File: src/rtl/conv_window_3x3_pkg.sv
// rtl/conv_window_3x3_pkg.sv - shared constants and helpers for the 3x3 window generator
package conv_window_3x3_pkg;

  localparam int KSIZE = 3;
  localparam int KAREA = KSIZE * KSIZE;

  // Window slot for row r (0 = top) and column c (0 = left)
  function automatic int slot_idx(input int r, input int c);
    return KSIZE * r + c;
  endfunction

  function automatic int cnt_w(input int n);
    return (n > 1) ? $clog2(n) : 1;
  endfunction

endpackage

File: src/rtl/conv_window_3x3_line_buffer_row.sv
// rtl/conv_window_3x3_line_buffer_row.sv - one row of samples, read-before-write per column
module line_buffer_row
  import conv_window_3x3_pkg::*;
#(
  parameter int WIDTH = 8,
  parameter int IMG_W = 28
) (
  input  logic                     clk,
  input  logic                     we,
  input  logic [cnt_w(IMG_W)-1:0]  addr,
  input  logic [WIDTH-1:0]         wdata,
  output logic [WIDTH-1:0]         rdata
);

  logic [WIDTH-1:0] mem [IMG_W];

  // Combinational read sees the old contents on the same cycle the new sample is written
  assign rdata = mem[addr];

  always_ff @(posedge clk) begin
    if (we) mem[addr] <= wdata;
  end

endmodule

File: src/rtl/conv_window_3x3.sv
// rtl/conv_window_3x3.sv - streaming 3x3 sliding-window generator, valid (no-padding) windows only
module conv_window_3x3
  import conv_window_3x3_pkg::*;
#(
  parameter int WIDTH = 8,
  parameter int IMG_W = 28,
  parameter int IMG_H = 28
) (
  input  logic                   clk,
  input  logic                   rst,
  input  logic                   ce,
  input  logic                   din_vld,
  input  logic [WIDTH-1:0]       din,
  output logic [KAREA*WIDTH-1:0] win,
  output logic                   win_vld,
  output logic                   frame_done
);

  localparam int CW = cnt_w(IMG_W);
  localparam int RW = cnt_w(IMG_H);
  localparam logic [CW-1:0] COL_LAST = CW'(IMG_W - 1);
  localparam logic [CW-1:0] COL_EDGE = CW'(KSIZE - 1);
  localparam logic [RW-1:0] ROW_LAST = RW'(IMG_H - 1);
  localparam logic [RW-1:0] ROW_EDGE = RW'(KSIZE - 1);

  logic [CW-1:0]    col;
  logic [RW-1:0]    row;
  logic             accept;
  logic [WIDTH-1:0] lb0_q;
  logic [WIDTH-1:0] lb1_q;
  logic [WIDTH-1:0] new_col [KSIZE];
  logic [WIDTH-1:0] win_q   [KAREA];

  assign accept = ce & din_vld;

  // Incoming right-hand column, top to bottom: two rows ago, previous row, current sample
  assign new_col[0] = lb1_q;
  assign new_col[1] = lb0_q;
  assign new_col[2] = din;

  line_buffer_row #(.WIDTH(WIDTH), .IMG_W(IMG_W)) lb0 (
    .clk   (clk),
    .we    (accept),
    .addr  (col),
    .wdata (din),
    .rdata (lb0_q)
  );

  line_buffer_row #(.WIDTH(WIDTH), .IMG_W(IMG_W)) lb1 (
    .clk   (clk),
    .we    (accept),
    .addr  (col),
    .wdata (lb0_q),
    .rdata (lb1_q)
  );

  always_ff @(posedge clk or negedge rst) begin
    if (!rst) begin
      col        <= '0;
      row        <= '0;
      win_vld    <= 1'b0;
      frame_done <= 1'b0;
      for (int k = 0; k < KAREA; k++) win_q[k] <= '0;
    end else begin
      win_vld    <= accept && (row >= ROW_EDGE) && (col >= COL_EDGE);
      frame_done <= accept && (row == ROW_LAST) && (col == COL_LAST);
      if (accept) begin
        for (int r = 0; r < KSIZE; r++) begin
          for (int c = 0; c < KSIZE - 1; c++) begin
            win_q[slot_idx(r, c)] <= win_q[slot_idx(r, c + 1)];
          end
          win_q[slot_idx(r, KSIZE - 1)] <= new_col[r];
        end
        if (col == COL_LAST) begin
          col <= '0;
          row <= (row == ROW_LAST) ? '0 : row + RW'(1);
        end else begin
          col <= col + CW'(1);
        end
      end
    end
  end

  for (genvar k = 0; k < KAREA; k++) begin : g_flat
    assign win[WIDTH*k +: WIDTH] = win_q[k];
  end

endmodule

File: config.mk
export PLATFORM = sky130hd
export DESIGN_NAME = conv_window_3x3
export DESIGN_NICKNAME = d
export VERILOG_FILES = /design/src/rtl/conv_window_3x3_pkg.sv /design/src/rtl/conv_window_3x3_line_buffer_row.sv /design/src/rtl/conv_window_3x3.sv
export SDC_FILE = /design/constraint.sdc
export NUM_CORES = 1
export LEC_CHECK = 0
export ABC_AREA = 1
export CORE_UTILIZATION = 40
export CTS_CLUSTER_SIZE = 40
export DETAILED_ROUTE_END_ITERATION = 6
export DONT_BUFFER_PORTS = 1
export GPL_ROUTABILITY_DRIVEN = 0
export PLACE_DENSITY = 0.58
export SYNTH_ARGS = -nofsm -noshare
export SYNTH_HDL_FRONTEND = slang
export SYNTH_SLANG_ARGS = --single-unit
File: constraint.sdc
create_clock -name clk -period 3.2 [get_ports clk]
set_input_delay 0.8 -clock clk [delete_from_list [all_inputs] [get_ports clk]]
set_output_delay 0.8 -clock clk [all_outputs]
set_load 0.01 [all_outputs]
==> impl_metrics.json <==
{
  "status": "complete, no violations",
  "synth_ff_type": "edfxtp_1",
  "hpwl_microns": 32560,
  "syn_area_sq_um": 22500,
  "clockRootBuffer": "clkbuf_16",
  "synth_top_area_share_pct": 59.79,
  "place_ws_ps": 482.3,
  "area_growth_pct": 12.50,
  "post-route-min-period_ps": 2659,
  "yosys-top-cells-area": "edfxtp_1 (60%), nand2_1 (17%), dfrtp_1 (9.3%)",
  "drive_gt1_share_pct": 7.495,
  "hold_violations": 0,
  "synth_top_area_cell": "edfxtp_1",
  "synth_compound_area_share_pct": 1.462,
  "ctsResizeCount": 0,
  "yosysMostFrequentCell": "nand2_1",
  "synth_cells": 2218,
  "synth_edf_count": 448,
  "whs_ps": 90.88,
  "p_per_area_nw_per_um2": 840.0,
  "leakagePower_nw": 11.04,
  "drt_iter0_drc": 1132,
  "rsz0062_at_grt": "false",
  "setup_viol_count_final": 0,
  "post-route-period-util_pct": 83.09,
  "setup_ws_ps": 541.2,
  "max_freq_ghz": 0.3761,
  "regArea_sq_um": 15560,
  "antenna_found_initial": 0,
  "diodes": 0,
  "ys_seq_area_share_pct": 69.13,
  "ant_nets": 0,
  "async_flop_share_pct": 15.79,
  "drc": 0,
  "multi_input_area_sq_um": 5431,
  "gr-usage-all-layers_pct": 19.27,
  "synth-simple-area-share_pct": 22.33,
  "utilization_pct": 45.77,
  "drt_first_pass_iters": 5,
  "grt_pass1_wl_microns": 83880,
  "grt-ovfl-total": 0,
  "synth_cell_type_count": 28,
  "fp-row-count": 86,
  "relSlewSlack_pct": 40.79,
  "synth_fa_ha_area_share_pct": 0.3336,
  "reg2regPathDepth": 8,
  "die_area_sq_um": 57200,
  "required_ps": 3330,
  "detail_route.wl_per_cell_microns": 17.96,
  "finalClockSkew_ps": 23.52,
  "r2r_end": "lb1.mem[27][5]",
  "port_buffers": 0,
  "ctsHoldBuffers": 1,
  "r2r_setup_slack_ps": 540,
  "ir_worst_vdd_uv": 571.0,
  "synth_xor_area_share_pct": 0,
  "muxShareOfSynthArea_pct": 0,
  "r2r-start": "col[0]",
  "cts_max_level": 2,
  "tightestPinTransition_ps": 888.1,
  "cts_tree": "built",
  "core-area_sq_um": 55310,
  "cp-end-kind": "register",
  "arrival_ps": 2790,
  "cap_viol_max_count": 0,
  "clock_latency_ps": 620,
  "synth_nets": 2236,
  "cts_made_buffers": 56,
  "critPathKind": "register to register",
  "grt_pass1_vias": 14410,
  "fillers": 5188,
  "path_max_fanout": 49,
  "critPathLaunchType": "register",
  "clk_pin_slew_ps": 60,
  "post_synth.cell_area_avg_sq_um": 10.14,
  "clock-sinks": 532,
  "report.final.slew_viol_count": 0,
  "die_y_microns": 239.2,
  "synth_top_family_by_area": "simple AND/OR/NAND/NOR gates",
  "hold_class": "primary input to async pin",
  "drt-total-wl_microns": 54640,
  "ios": 86,
  "critPathLaunch": "col[0]",
  "vias": 14630,
  "start_util_pct": 40.68,
  "setup_tns_ps": 0,
  "yosys-top-cells-count": "nand2_1 (1019), edfxtp_1 (448), inv_1 (238), nand3_1 (127), nor2_1 (104)",
  "fin_nets": 2265,
  "post_cts.repair.setup_buffers": 0,
  "die_w_microns": 239.2,
  "clk_path_buf_depth": 3,
  "via_per_inst": 4.808,
  "grt_max_degree": 128,
  "yosys_warnings": 0,
  "synth_seq_cells": 532
}
worst max-delay path: stages (launching register included):
cell and delay, ps:
dfrtp_4 480, buf_4 480, nand2_1 120, nand3_1 100
nand2_1 70, nand2_1 70, nand2_1 180, nor2_2 140
nand3_2 510
power breakdown:
part           internal (mW)  leakage [nW]  switching (mW)
clock                   3.74         0.892            2.63
sequential              9.10          5.08           0.536
combinational           1.27          5.07            3.99
total                   14.1          11.0            7.15
worst max path at each step:
stage | cells past startpoint | endpoint | slack, ps
final | 8 | lb1.mem[27][5] | 540
after global routing | 8 | lb1.mem[10][6] | 320
after CTS | 8 | lb1.mem[16][2] | 490
after detailed placement | 8 | lb1.mem[27][2] | 480
after global placement | 8 | lb1.mem[27][2] | 530
after floorplan | 5 | lb0.mem[18][0] | 660
per-stage QoR:
stage	power, mW	instances	area, sq um
after floorplan	12.97	2218	22500
after global placement	14.99	2936	23460
after detailed placement	15.06	2936	23460
after CTS	21.47	3043	25310
after global routing	22.26	3043	25310
final	21.26	3043	25310
cell type report:
| cell class | instances | share of cell area (%) |
|---|---|---|
| Timing Repair Buffer | 70 | 2.501 |
| Sequential cell | 532 | 61.48 |
| Tap cell | 748 | 3.697 |
| Clock inverter | 15 | 0.6080 |
| Clock buffer | 91 | 6.619 |
| Inverter | 243 | 3.633 |
| Multi-Input combinational cell | 1344 | 21.46 |
cells in the final DEF, fill, tap and decap left out, drive strengths merged:
cell / count
a211oi: 1
a21oi: 17
o21ai: 46
buf: 70
clkinv: 13
nor3: 5
clkbuf: 91
dfrtp: 84
a31oi: 1
bufinv: 2
nand2: 1019
nor2: 110
inv: 243
nor3b: 3
nand3: 133
nand4: 1
nor4: 2
ha: 6
edfxtp: 448
logic make-up (layout without fill, tap and decap cells):
group | Yosys count | after routing
AOI/OAI and AO/OA | 65 | 65
adders and majority gates | 6 | 6
buffers and inverters | 342 | 419
DFF | 532 | 532
and+or+nand+nor | 1273 | 1273
registers in the layout, summed over array words and instances (netlist names):
signal      count
frame_done      1
lb1.mem       224
col             5
win            72
row             5
win_vld         1
lb0.mem       224
per-layer routing:
metal	vias to the layer above	track usage (%)	routed length (microns)
met4	0	5.808	1262
met5	-	0	0
met1	7014	26.19	23990
met2	393	31.60	26100
li1	7125	-	-
met3	99	3.296	3288
Note: power is estimated with default switching activity, not from simulation.
==> edit 1 (same flow settings) <==
Change the parameter `IMG_H` from 28 to 42.
--- a/src/rtl/conv_window_3x3.sv
+++ b/src/rtl/conv_window_3x3.sv
@@ -6,3 +6,3 @@
   parameter int IMG_W = 28,
-  parameter int IMG_H = 28
+  parameter int IMG_H = 42
 ) (
Formal check against the unedited RTL: no difference found for any inputs over 4 cycles, from zero or initial values and one cycle with rst low; that may be too few to reach the edited logic, so the function may still have changed.
==> edit 1 against the unedited design <==
  * Power shrank 0.27%
  * Routed wire length increased by 0.33%
  * Cell area is 0.17% lower
  * First-iteration DRC count is 9.7% higher
  * Non-clock buffer count fell by 7
  * Setup slack worse by 0.048 ns
  * Fmax decreased by 1.8%
  * Sequential power barely moved
  * Area after synthesis is 0.53% higher
  * Core utilization decreased by 0.25 points
  * Largest power group unchanged
  * Die area up 0.53%
  * Critical path depth up 1
  * Sequential cell count grew 1
==> edit 1: results (changes against the unedited design) <==
- The flow ran to the end, and the final reports show no timing, DRC or antenna violations.
- The share of cells above drive strength 1 is 0.0716 (-0.00339).
- The number of nets produced by synthesis is 2,249 (+0.58%).
- The register-to-register setup slack is 0.49 ns (-0.05 ns).
- The total vias in the final route is 14.7k (+0.57%).
- The first-pass iteration count of the detailed router came to 5 (unchanged).
- The count of fill cells added during filler insertion was 5,182 (-0.12%).
- The biggest fanout along the worst timing path came to 36 (-27%).
- The arrival time reported for the critical path endpoint was 3.08 ns (+0.29 ns).
- The global-route wire length before repair came to 84,200 um (+0.34%).
- The area of placed instances is 0.0235 mm^2 (+0.12%).
- In this run the critical register-to-register path is launched from col[1].
- The total clock buffers created by CTS is 55 (-1.8%).
- The largest net degree at the start of global routing is 148 (+16%).
- The post-DP HPWL is 32,400 um (-0.59%).
- The via count of the first global-routing pass came to 14.4k (+0.056%).
- The slew of the pin with the lowest slew margin is 0.872 ns (-0.0156 ns).
- The share of async-settable or async-resettable flops after synthesis is 0.159 (+0.00158).
- By area the synthesized netlist is led by sky130_fd_sc_hd__edfxtp_1 (59%), sky130_fd_sc_hd__nand2_1 (17%), sky130_fd_sc_hd__dfrtp_1 (9.4%).
- The worst reg-to-reg path cell count is 9 (+1).
- The worst min-delay path category is input port to async pin.
- The share of the synthesized area in the top cell type is 0.595 (-0.00317).
- The count of buffers added by post-CTS timing repair for setup came to 0 (unchanged).
- Ranked by instance count, the synthesized netlist is headed by sky130_fd_sc_hd__nand2_1 (1,022), sky130_fd_sc_hd__edfxtp_1 (448), sky130_fd_sc_hd__inv_1 (241), sky130_fd_sc_hd__nand3_1 (134), sky130_fd_sc_hd__nor2_1 (101).
- The kind of launch point of the worst setup path is a flop.
- The number of distinct library cells after synthesis is 33 (+18%).
- The average wire per standard cell is 18.0 um (+0.42%).
- The worst ir drop on vdd is 531 uV (-6.9%).
- The static leakage power is 11.0 nW (-0.11%).
- The all-layer global routing usage came to 0.193 (+0.000487).
- The number of synthesized flops with an enable pin came to 448 (unchanged).
- The register area share after synthesis was 0.689 (-0.00256).
- Following the worst setup path forward leads to its endpoint at lb1.mem[15][3].
- The final layout net count is 2,269 (+0.18%).
- The worst clock skew came to 0.0225 ns (-0.00100 ns).
- The violation count after the first detailed-route iteration was 1,242 (+9.7%).
## edit 1: cell types whose count changed in the layout (fill, tap and decap cells not counted), sizes merged, moves of 3 or more
| cell | delta |
|---|---|
| nand2 | +6 |
| buf | -7 |
| clkbuf | -17 |
| nor2 | -4 |
| clkinv | +5 |
| bufinv | +4 |
| nand3 | +4 |
| inv | +3 |
## edit 1: through the flow
stage                     setup slack [ns]  hold slack, ns  instances
after floorplan                      0.743           0.504       2230
after global placement               0.592           0.506       2940
after detailed placement             0.539           0.506       2940
after CTS                            0.501          0.0814       3040
after global routing                 0.386          0.0951       3040
final                                0.493          0.0860       3040
## edit 1: worst min path at each step
stage | from | endpoint
3_5_place_dp | rst | win[1]
5_1_grt | rst | win[4]
4_1_cts | rst | win[9]
3_3_place_gp | rst | win[2]
2_1_floorplan | rst | col[0]
6_report | rst | win[2]
## edit 1: logic make-up (layout without fill, tap and decap cells)
group           count (synthesis)  after routing  share of synthesized area
simple gates                 1277           1277                      0.224
flops                         533            533                      0.689
xor+xnor                        1              1                   0.000387
buf+inv                       347            409                     0.0687
compound gates                 65             65                     0.0145
fa+ha+maj                       7              7                    0.00387
## edit 1: final cells by class
type                            count  area [um^2]  area share
Clock inverter                     25          302      0.0119
Tap cell                          748          936      0.0370
Multi-Input combinational cell   1350         5490       0.217
Clock buffer                       74         1460      0.0577
Timing Repair Buffer               63          556      0.0220
Inverter                          247          942      0.0373
Sequential cell                   533        15600       0.617
## edit 1: metal layers
metal / vias up / track usage / share of wire
met5: - / 0 / 0
met4: 0 / 0.0760 / 0.032
met3: 99 / 0.0280 / 0.053
met2: 380 / 0.313 / 0.48
met1: 7103 / 0.261 / 0.44
li1: 7133 / - / -
## edit 1: power by group
| group | total (mW) | internal, mW | switching, mW |
|---|---|---|---|
| clock | 6.31 | 3.68 | 2.64 |
| combinational | 5.26 | 1.30 | 3.96 |
| sequential | 9.63 | 9.06 | 0.569 |
| total | 21.2 | 14.0 | 7.17 |
## edit 1: worst max-delay path, stage by stage (launching register included)
cell and delay [ns]:
sky130_fd_sc_hd__dfrtp_4 0.66, sky130_fd_sc_hd__inv_4 0.43, sky130_fd_sc_hd__buf_12 0.27, sky130_fd_sc_hd__nand3_1 0.11, sky130_fd_sc_hd__nand2_1 0.07, sky130_fd_sc_hd__nand2_1 0.05, sky130_fd_sc_hd__nand2_1 0.12, sky130_fd_sc_hd__nand2_1 0.14
sky130_fd_sc_hd__nand3_1 0.18, sky130_fd_sc_hd__buf_4 0.35
==> edit 2 (same flow settings) <==
Without the edit above. Register the output `win`; this adds one clock of latency there. The other outputs are not delayed to match.
--- a/src/rtl/conv_window_3x3.sv
+++ b/src/rtl/conv_window_3x3.sv
@@ -24,2 +24,4 @@
   localparam logic [RW-1:0] ROW_EDGE = RW'(KSIZE - 1);
+
+  logic [KAREA*WIDTH-1:0] win_d;
 
@@ -84,3 +86,7 @@
   for (genvar k = 0; k < KAREA; k++) begin : g_flat
-    assign win[WIDTH*k +: WIDTH] = win_q[k];
+    assign win_d[WIDTH*k +: WIDTH] = win_q[k];
+  end
+
+  always_ff @(posedge clk) begin
+    win <= win_d;
   end
Check against the original RTL: not equivalent (a bounded check fails within 4 cycles, from zero or initial values and one cycle with rst low).
==> edit 2 against the unedited design <==
  * Area after synthesis is 5.6% higher
  * Sequential power is 13% higher
  * First-iteration DRC count increased by 11%
  * Setup slack better by 0.049 ns
  * Power is 10% higher
  * Sequential cell count rose by 72
  * Final cell count increased by 3.0%
  * Cell area up 6.5%
  * Routed wire length grew 1.2%
  * Fmax rose by 1.9%
  * Critical endpoint is now lb1.mem[4][6]
  * Largest cell class unchanged
  * Highest routed layer unchanged
==> edit 2: results (changes against the unedited design) <==
- The post-synthesis adder-cell area fraction is 0.00316 (-0.000176).
- The kind of cell adding the most delay to the critical path is buffers and inverters.
- The total wire length was 55,300 um (+1.2%).
- The synthesized-area fraction occupied by ao, oa, aoi and oai cells is 0.0145 (-0.000138).
- The worst reg-to-reg path cell count is 9 (+1).
- The biggest fanout along the worst timing path is 36 (-27%).
- The largest net degree at the start of global routing is 93 (-27%).
- The insertion delay to the later sink of the worst-skew pair is 0.64 ns (+0.02 ns).
- The number of cells in the design after placement was 3,016 (+2.7%).
- The register area share after synthesis was 0.716 (+0.0243).
- The maximum single-stage delay on the critical path is 0.63 ns (+0.12 ns).
- The register-to-register setup slack is 0.59 ns (+0.05 ns).
- The number of distinct library cells after synthesis was 24 (-14%).
- The count of fill cells added during filler insertion is 5,315 (+2.4%).
- The average via count per standard cell is 4.78 (-0.50%).
- The critical register-to-register path startpoint is col[1].
- The worst ir drop on vdd was 693 uV (+21%).
- The all-layer global routing usage is 0.185 (-0.00778).
- Yosys attributes the largest share of cell area to sky130_fd_sc_hd__edfxtp_1 (57%), sky130_fd_sc_hd__nand2_1 (16%), sky130_fd_sc_hd__dfrtp_1 (8.9%).
- The static leakage power is 11.7 nW (+6.0%).
- The slew of the pin with the lowest slew margin is 0.891 ns (+0.00284 ns).
- The flow ran to the end, and the final reports show no timing, DRC or antenna violations.
- The post-DP HPWL is 33,200 um (+2.0%).
- The worst clock skew is 0.0338 ns (+0.0103 ns).
- The share of async-settable or async-resettable flops after synthesis was 0.139 (-0.0188).
- The final layout net count came to 2,333 (+3.0%).
- The total clock buffers created by CTS came to 61 (+8.9%).
- The cell with the largest stage delay on the worst path is sky130_fd_sc_hd__dfrtp_4.
- The arrival time reported for the critical path endpoint came to 2.99 ns (+0.20 ns).
- The end of the worst register-to-register path is lb1.mem[4][6].
- The post-layout instance count excluding filler cells came to 3,133 (+3.0%).
- The global-route wire length before repair is 85,700 um (+2.1%).
- Ranked by instance count, the synthesized netlist is headed by sky130_fd_sc_hd__nand2_1 (992), sky130_fd_sc_hd__edfxtp_1 (448), sky130_fd_sc_hd__inv_1 (241), sky130_fd_sc_hd__nand3_1 (137), sky130_fd_sc_hd__nor2_1 (119).
- The final-layout worst hold slack came to 0.0486 ns (-0.0423 ns).
- The area of placed instances is 0.0248 mm^2 (+5.8%).
==> edit 2: changes by cell type in the layout (fill, tap and decap cells not counted), sizes merged, moves of 2 or more <==
cell    unedited run  this run
nand3            133       137
clkbuf            91        88
nand2           1019       992
buf               70        65
bufinv             2         4
dfxtp              0        72
inv              243       249
clkinv            13        20
o21ai             46        48
nor2             110       123
==> edit 2: metal layers <==
metal	part of all wire	track usage	wire length [um]
met5	0	0	0
met4	0.024	0.0557	1320
met3	0.051	0.0297	2830
met2	0.48	0.299	26300
met1	0.45	0.256	24800
==> edit 2: layout make-up <==
| class | count | area [um^2] | share of cell area |
|---|---|---|---|
| clock buffers | 88 | 1810 | 0.0671 |
| clock inverters | 28 | 284 | 0.0105 |
| inverters | 246 | 931 | 0.0345 |
| multi-input cells | 1337 | 5380 | 0.200 |
| flip-flops and latches | 604 | 17000 | 0.631 |
| well taps | 765 | 957 | 0.0355 |
| repair buffers | 65 | 583 | 0.0216 |
==> edit 2: power breakdown <==
| part | leakage, nW | internal, mW | switching, mW | total, mW |
|---|---|---|---|---|
| Sequential | 5.69 | 10.3 | 0.621 | 10.9 |
| Clock | 1.04 | 4.27 | 2.98 | 7.25 |
| Combinational | 4.98 | 1.32 | 3.96 | 5.28 |
==> edit 2: timing repair <==
item / 4_1_cts / 5_1_grt
hold buffers: 1 / 0
hold endpoints to repair: 84 / 0
resized for setup: 0 / 0
==> edit 2: worst max-delay path by stage <==
stage,from,endpoint,slack (ns),cells after the start
floorplan,ce,lb0.mem[24][0],0.62,5
global placement,col[1],win_d[46],0.63,11
detailed placement,col[1],lb1.mem[11][6],0.60,9
CTS,col[1],lb1.mem[13][6],0.56,9
global route,col[0],lb1.mem[13][6],0.41,10
finish,col[1],lb1.mem[4][6],0.59,9
